[src/rtl/digit_entry_buffer.sv]
// digit_entry_buffer: accumulates keypad digits into a BCD shift register,
// supports clear/backspace/enter, converts the BCD entry to binary one digit
// per cycle, and holds the result under a valid/ack handshake.
module digit_entry_buffer #(
  parameter int NDIGITS = 4,
  parameter int BINW    = 14,
  parameter int CNTW    = 3
) (
  input  logic                 clk,
  input  logic                 rst,
  input  logic                 keystrobe,
  input  logic [3:0]           keycode,
  input  logic                 ack,
  output logic [4*NDIGITS-1:0] digits,
  output logic [CNTW-1:0]      count,
  output logic                 isdig,
  output logic                 overflow,
  output logic                 busy,
  output logic                 valid,
  output logic [BINW-1:0]      value
);

  localparam int DW = 4 * NDIGITS;

  typedef enum logic [1:0] {
    ST_ENTRY = 2'd0,
    ST_CONV  = 2'd1,
    ST_DONE  = 2'd2
  } state_t;

  state_t          state_q, state_d;
  logic            ks_q;
  logic [DW-1:0]   digits_q, digits_d;
  logic [CNTW-1:0] count_q, count_d;
  logic [CNTW-1:0] step_q, step_d;
  logic [BINW-1:0] acc_q, acc_d;
  logic [BINW-1:0] value_q, value_d;
  logic            isdig_q, isdig_d;
  logic            overflow_q, overflow_d;

  logic            press;
  logic [3:0]      conv_digit;
  logic [BINW-1:0] mac;

  // A press is the first cycle of a strobe; long strobes act only once.
  assign press = keystrobe & ~ks_q;

  // Pick the digit for this conversion step, most significant position first.
  always_comb begin
    conv_digit = 4'd0;
    for (int i = 0; i < NDIGITS; i++) begin
      if (step_q == CNTW'(NDIGITS - 1 - i)) begin
        conv_digit = digits_q[4*i +: 4];
      end
    end
    mac = acc_q * BINW'(10) + BINW'(conv_digit);
  end

  // Next-state and datapath updates for entry, conversion and hand-off.
  always_comb begin
    state_d    = state_q;
    digits_d   = digits_q;
    count_d    = count_q;
    step_d     = step_q;
    acc_d      = acc_q;
    value_d    = value_q;
    isdig_d    = 1'b0;
    overflow_d = 1'b0;
    case (state_q)
      ST_ENTRY: begin
        if (press) begin
          if (keycode < 4'd10) begin
            if (count_q < CNTW'(NDIGITS)) begin
              digits_d = (digits_q << 4) | DW'(keycode);
              count_d  = count_q + CNTW'(1);
              isdig_d  = 1'b1;
            end else begin
              overflow_d = 1'b1;
            end
          end else begin
            case (keycode)
              4'hA: begin
                digits_d = '0;
                count_d  = '0;
              end
              4'hB: begin
                if (count_q != '0) begin
                  digits_d = digits_q >> 4;
                  count_d  = count_q - CNTW'(1);
                end
              end
              4'hC: begin
                if (count_q != '0) begin
                  state_d = ST_CONV;
                  acc_d   = '0;
                  step_d  = '0;
                end
              end
              default: ;
            endcase
          end
        end
      end
      ST_CONV: begin
        acc_d  = mac;
        step_d = step_q + CNTW'(1);
        if (step_q == CNTW'(NDIGITS - 1)) begin
          value_d = mac;
          state_d = ST_DONE;
        end
      end
      ST_DONE: begin
        if (ack) begin
          state_d  = ST_ENTRY;
          digits_d = '0;
          count_d  = '0;
        end
      end
      default: state_d = ST_ENTRY;
    endcase
  end

  // State register; reset discards any partial conversion.
  always_ff @(posedge clk or posedge rst) begin
    if (rst) begin
      state_q    <= ST_ENTRY;
      ks_q       <= 1'b0;
      digits_q   <= '0;
      count_q    <= '0;
      step_q     <= '0;
      acc_q      <= '0;
      value_q    <= '0;
      isdig_q    <= 1'b0;
      overflow_q <= 1'b0;
    end else begin
      state_q    <= state_d;
      ks_q       <= keystrobe;
      digits_q   <= digits_d;
      count_q    <= count_d;
      step_q     <= step_d;
      acc_q      <= acc_d;
      value_q    <= value_d;
      isdig_q    <= isdig_d;
      overflow_q <= overflow_d;
    end
  end

  assign digits   = digits_q;
  assign count    = count_q;
  assign isdig    = isdig_q;
  assign overflow = overflow_q;
  assign busy     = (state_q != ST_ENTRY);
  assign valid    = (state_q == ST_DONE);
  assign value    = value_q;

endmodule

[config.mk]
export PLATFORM = sky130hd
export DESIGN_NAME = digit_entry_buffer
export DESIGN_NICKNAME = d
export VERILOG_FILES = /design/src/rtl/digit_entry_buffer.sv
export SDC_FILE = /design/constraint.sdc
export NUM_CORES = 1
export LEC_CHECK = 0
export CAP_MARGIN = 0
export CELL_PAD_IN_SITES_DETAIL_PLACEMENT = 2
export CELL_PAD_IN_SITES_GLOBAL_PLACEMENT = 2
export CORE_MARGIN = 2
export CORE_UTILIZATION = 35
export DETAILED_ROUTE_END_ITERATION = 10
export GPL_ROUTABILITY_DRIVEN = 0
export GPL_TIMING_DRIVEN = 0
export PLACE_DENSITY = 0.86
export SKIP_CTS_REPAIR_TIMING = 1
export SYNTH_ARGS = -nofsm -noshare
export SYNTH_HDL_FRONTEND = slang
export SYNTH_SLANG_ARGS = --single-unit
[constraint.sdc]
create_clock -name clk -period 3.9 [get_ports clk]
set_input_delay 0.585 -clock clk [delete_from_list [all_inputs] [get_ports clk]]
set_output_delay 0.585 -clock clk [all_outputs]
set_load 0.005 [all_outputs]
After elaboration in Yosys (flattened, before gate mapping)
Index checks and enable logic that the tools add are counted.
{ "totals": {"in_bits": 8, "romBits": 0, "latch_bits": 0, "n_memories": 0, "mem_bits_rw": 0, "register_bits": 55, "elab_cells": 89} }
{ "op_classes": {"n_bitwise": 3, "n_eq_ne": 17, "shifts": 0, "n_mul": 1, "n_mux": 43, "reduce_logical": 10, "add_sub_neg": 4, "n_div": 0, "n_lt_le_gt_ge": 2} }
{ "ops": {"columns": ["cell", "count"], "rows": [
  ["16-bit 2-to-1 mux", 5],
  ["16-bit one-hot mux with 2 select lines", 2],
  ["14-bit 2-to-1 mux", 4],
  ["14-bit one-hot mux with 2 select lines", 1],
  ["3-bit 2-to-1 mux", 9],
  ["3-bit one-hot mux with 2 select lines", 3],
  ["4-bit 2-to-1 mux", 4],
  ["16-bit by 4-bit bitwise OR with 16-bit output", 1],
  ["14-bit by 4-bit adder with 14-bit output", 1],
  ["14-bit by 3-bit multiplier with 13-bit output, second input constant", 1],
  ["4-bit == test, second input constant", 3],
  ["2-bit 2-to-1 mux", 6],
  ["6-bit AND reduction", 2],
  ["2-bit inequality test, second input constant", 5],
  ["1-bit 2-to-1 mux", 8],
  ["3-bit by 1-bit adder with 3-bit output, second input constant", 2],
  ["3-bit by 2-bit == test with 1-bit output, second input constant", 2],
  ["2-bit one-hot mux with 3 select lines", 1],
  ["2-bit nonzero test", 3],
  ["5-bit AND reduction", 1],
  ["4-bit < comparator, second input constant", 1],
  ["4-bit by 2-bit inequality test with 1-bit output, second input constant", 1],
  ["4-bit inequality test, second input constant", 1],
  ["3-bit by 1-bit == test with 1-bit output, second input constant", 1],
  ["12 further kinds", 12]
]} }

Depth between registers and ports, before layout
{ "depth": {"ltp_word": 7, "ltp_mapped": 16, "depth_no_buf": 15} }

Least setup slack after synthesis
OpenSTA, ideal clock, no wires.
{ "synth_path": {"path_type": "reg-to-reg", "startpoint": "reg step_q[1]", "endpoint": "reg value_q[11] (netlist: value[11])", "setup_slack_ns": 0.718, "setup_time_ns": 0.125, "n_path_buf": 1, "required_time_ns": 3.775, "period_less_slack_ns": 3.182, "arrival_ns": 3.057, "path_stages_with_launch": 17, "path_cell_list": "dfrtp_1 > inv_1 > ha_1 > clkbuf_1 > nor2_1 > nor2_1 > a21oi_1 > o31ai_1 > ha_1 > inv_1 > fa_1 > nor2b_1 > o2111ai_1 > nor3_1 > nand3_1 > xor2_1 > mux2_2"} }
{ "synth_via": {"elab_chain_cells": 6, "word_cells_on_any_way": 10, "classes_between": "add/sub (1); eq/ne (3); mux (4); reduce/logical (2)"} }
{ "synth_rtl": {"columns": ["item", "line", "rtl"], "rows": [
  ["start: declaration", "35", "logic [CNTW-1:0] step_q, step_d;"],
  ["start signal: assignment", "140", "step_q <= step_d;"],
  ["3-bit by 2-bit == test with 1-bit output", "52, 107", null],
  ["4-bit 2-to-1 mux (4 in a row)", "52", "if (step_q == CNTW'(NDIGITS - 1 - i)) begin"],
  ["14-bit by 4-bit adder with 14-bit output", "56", "mac = acc_q * BINW'(10) + BINW'(conv_digit);"],
  ["end signal: assignment", "142", "value_q <= value_d;"],
  ["end: declaration", "37", "logic [BINW-1:0] value_q, value_d;"]
]} }
Several ways; a longest one is shown, not always the timed one.
A chain may end at the register's enable or synchronous reset.

Worst setup path in the final report
{ "layout_path": {"startpoint": "reg step_q[0]", "endpoint": "reg value_q[11] (netlist: value[11])"} }
The elaborated chain is that of the path after synthesis.

==> metrics.md <==
| Metric | Value |
|---|---|
| DR pass1 iterations | 4 |
| Synth cell count leaders | dfrtp_1, inv_1, nand2_1 |
| EDFF count, synth | 0 |
| Final Max Tran Viols | 0 |
| Die width | 103 um |
| Fin Clk Skew | between 0.015 and 0.02 ns |
| DP HPWL | between 8000 and 9000 um |
| Top-area cell type share of the netlist area | 0.391 |
| Clock Root Buffer | clkbuf_8 |
| M3 GR Usage | 0.0269 |
| Worst Setup Start Kind | flip-flop |
| Worst-Margin Slew | about 0.95 ns |
| Final antenna-violating net count | 0 |
| Area delta synth->final | 20.1% |
| Worst setup startpoint | step_q[0]$_DFFE_PP0P_ |
| Post-synth ARST share | 1.00 |
| Die Y | 103 um |
| Internal Power | 1.92 mW |
| Peak Freq | around 0.28 GHz |
| IO Port Bufs | 42 |
| WL/cell | about 19 um |
| Vias per inst | between 5 and 6 |
| Worst slew margin | 0.365 |
| Initial DRC count | a little over 70 |
| Final setup violation count | 0 |
| Syn nets | 408 |
| GR Util met2 | 0.367 |
| VDD IR max | about 0.25 mV |
| Net load switching power | about 1.7 mW |
| Fin crit period | 3.56 ns |
| Tcrit/Tclk final | 0.912 |
| Lkg Pwr | between 1.5 and 2 nW |
| Most common cell in the netlist | dfrtp_1 |
| Ant. Diodes | 0 |
| Cells after DPL | ~540 |
| Largest delay share family, worst path | simple AND/OR/NAND/NOR gates |
| Maximum clock insertion buffer count | 2 |
| Crit path max-delay cell type | dfrtp_1 |
| Vias in the first global route | around 3200 |
| Hold slack | between 0.5 and 0.6 ns |
| Worst r2r src | step_q[0]$_DFFE_PP0P_ |
| CTS tree | yes |
| Synth area leader | dfrtp_1 |
| H-Tree Depth | 2 |
| Clk pin slew, worst setup/hold paths | 0.10 ns |
| Crit path buf inv count | 2 |
| Largest stage delay, worst path | approximately 0.44 ns |
| Share of layout cells above drive strength 1 | 0.0815 |
| Die ar. | around 11000 um^2 |
| Sequential area share after synthesis | 0.391 |
| Mapped Cells | around 370 |
| Sequential share of power | 0.276 |
| Power share of the combinational group | 0.633 |
| First-pass GRT wire length | approximately 17000 um |
| Antenna violations before repair | 0 |
| Clock Latency Late Sink | roughly 0.32 ns |
| PD cells | around 870 nW/um^2 |
| Tot Pwr | between 3 and 4 mW |
| Yosys cell types | between 50 and 60 |
| Synth top area cells | dfrtp_1, ha_1, o21ai_0 |
| Final WS setup | roughly 0.34 ns |
| Crit path max fanout | 5 |
| Total CTS buffers | 5 |
| Fillers | about 1100 |
| Mean post-synth cell area | 9.39 um^2 |
| Routed via count | between 2000 and 3000 |
| Finished Layout Cells | 550 |
| Critical path type | reg -> reg |
| Hold-critical path depth | 2 |
| Fin. Hold Viols | 0 |
| Mapped Area | 3460 um^2 |
| Max-cap viol count | 0 |
| Crit path DAT | approximately 3.8 ns |
| Gr busiest metal | met2 |
| Hold WC Path Type | reg -> reg |
| Rows | 36 |
| Clock sinks | between 50 and 60 |
| Worst path depth | 15 |
| Global route overflow | 0 |
| #FFs+latches synth | 54 |
| Core box area | between 9000 and 10000 um^2 |
| Min-delay src | value[2]$_DFFE_PP0P_ |
| Util after Layout | 0.429 |
| Met1 usage | 0.281 |
| Clk pwr share | 0.091 |
| CP Capture Type | flip-flop |
| Initial Util | 0.357 |
| Gr usage total | 0.209 |
| Top_reg_cell synth | dfrtp_1 |
| WP data required | about 4 ns |
| Worst r2r path cells | 15 |
| YS warnings | 0 |
| Post-route DRC | 0 |
| Sw frac | 0.469 |
| Outcome | complete, no violations |
| # IOs | 45 |
| Largest net degree at the start of global routing | 36 |
| Post-Place Worst Slack | 0.0657 ns |
| Crit path cell chain | inv_1 > ha_1 > nor2_1 > nor2_1 > a21oi_1 > o31ai_1 > ha_1 > inv_1 > fa_1 > nor2b_1 > o2111ai_1 > nor3_2 > nand3_1 > xor2_1 > mux2_2 |
| Fin nets | 456 |
| WL final | ~11000 um |
-- final cells by class --
| class | instances | area [um^2] | share of cell area |
|---|---|---|---|
| Buffer | 16 | 63.8 | 0.0154 |
| Clock buffer | 6 | 72.6 | 0.0175 |
| Clock inverter | 2 | 13.8 | 0.00332 |
| Inverter | 35 | 131 | 0.0317 |
| Multi-Input combinational cell | 261 | 1910 | 0.460 |
| Sequential cell | 54 | 1350 | 0.326 |
| Tap cell | 133 | 166 | 0.0401 |
| Timing Repair Buffer | 43 | 440 | 0.106 |
-- flip-flops by register name, summed over array words and instances (netlist names) --
name      flops
acc_q        13
ks_q          1
value        14
state_q       2
overflow      1
isdig         1
count         3
digits       16
step_q        3
-- path summary, 6_finish.rpt --
check                                         endpoint  slack (ns)
worst max-delay path             value[11]$_DFFE_PP0P_        0.34
worst min-delay path              value[2]$_DFFE_PP0P_        0.51
min in group asynchronous               ks_q$_DFF_PP0_        0.59
worst max register to register   value[11]$_DFFE_PP0P_        0.34
worst min register to register    value[2]$_DFFE_PP0P_        0.51
max in group asynchronous       digits[13]$_DFFE_PP0P_        2.75
-- worst register-to-register path: cells and delay by family (launching register included) --
kind | cells | cell delay, ns
compound gates | 3 | 0.57
xor+xnor | 1 | 0.18
fa+ha+maj | 3 | 0.88
buf+inv | 2 | 0.16
flops | 1 | 0.44
mux | 1 | 0.27
simple gates | 5 | 0.95
-- power by group through the flow --
stage	combinational (mW)	clock [mW]	sequential, mW
after floorplan	1.53	0	0.931
after global placement	2.13	0	0.995
after detailed placement	2.28	0	1.01
after CTS	2.30	0.342	0.999
after global routing	2.57	0.358	1.02
final	2.29	0.328	0.997
-- through the flow --
stage	setup TNS [ns]	area, um^2
2_1_floorplan	0	3460
3_3_place_gp	0	4040
3_5_place_dp	0	4060
4_1_cts	0	4150
5_1_grt	-0.0225	4150
6_report	0	4150
-- routing by layer --
layer,up-vias,share of wire
li1,1378,-
met1,1499,0.45
met2,38,0.52
met3,8,0.022
met4,0,0.0074
met5,-,0
-- cell usage in the layout (no fill, tap or decap), types with 3 or more instances in the layout --
| cell | n |
|---|---|
| a21o_1 | 7 |
| a21oi_1 | 13 |
| a22o_1 | 15 |
| clkbuf_1 | 14 |
| clkbuf_8 | 5 |
| clkdlybuf4s50_1 | 42 |
| dfrtp_1 | 54 |
| ha_1 | 29 |
| inv_1 | 34 |
| mux2_2 | 8 |
| mux2i_1 | 4 |
| nand2_1 | 31 |
| nand2b_1 | 3 |
| nand3_1 | 13 |
| nor2_1 | 24 |
| nor2b_1 | 7 |
| nor3_1 | 5 |
| o2111ai_1 | 3 |
| o21a_1 | 3 |
| o21ai_0 | 30 |
| o31ai_1 | 4 |
| xnor2_1 | 16 |
| xor2_1 | 6 |
-- kinds of logic (layout without fill, tap and decap cells) --
kind of cell | Yosys count | in the layout | synth area share
AO/OA/AOI/OAI | 99 | 99 | 0.203
flip-flops | 54 | 54 | 0.391
XOR/XNOR | 22 | 22 | 0.0557
buffers and inverters | 53 | 102 | 0.0586
multiplexers | 12 | 12 | 0.0376
adder cells (fa/ha/maj) | 32 | 32 | 0.120
AND/OR/NAND/NOR | 96 | 96 | 0.134
No activity file was read; power rests on OpenSTA's default activity.
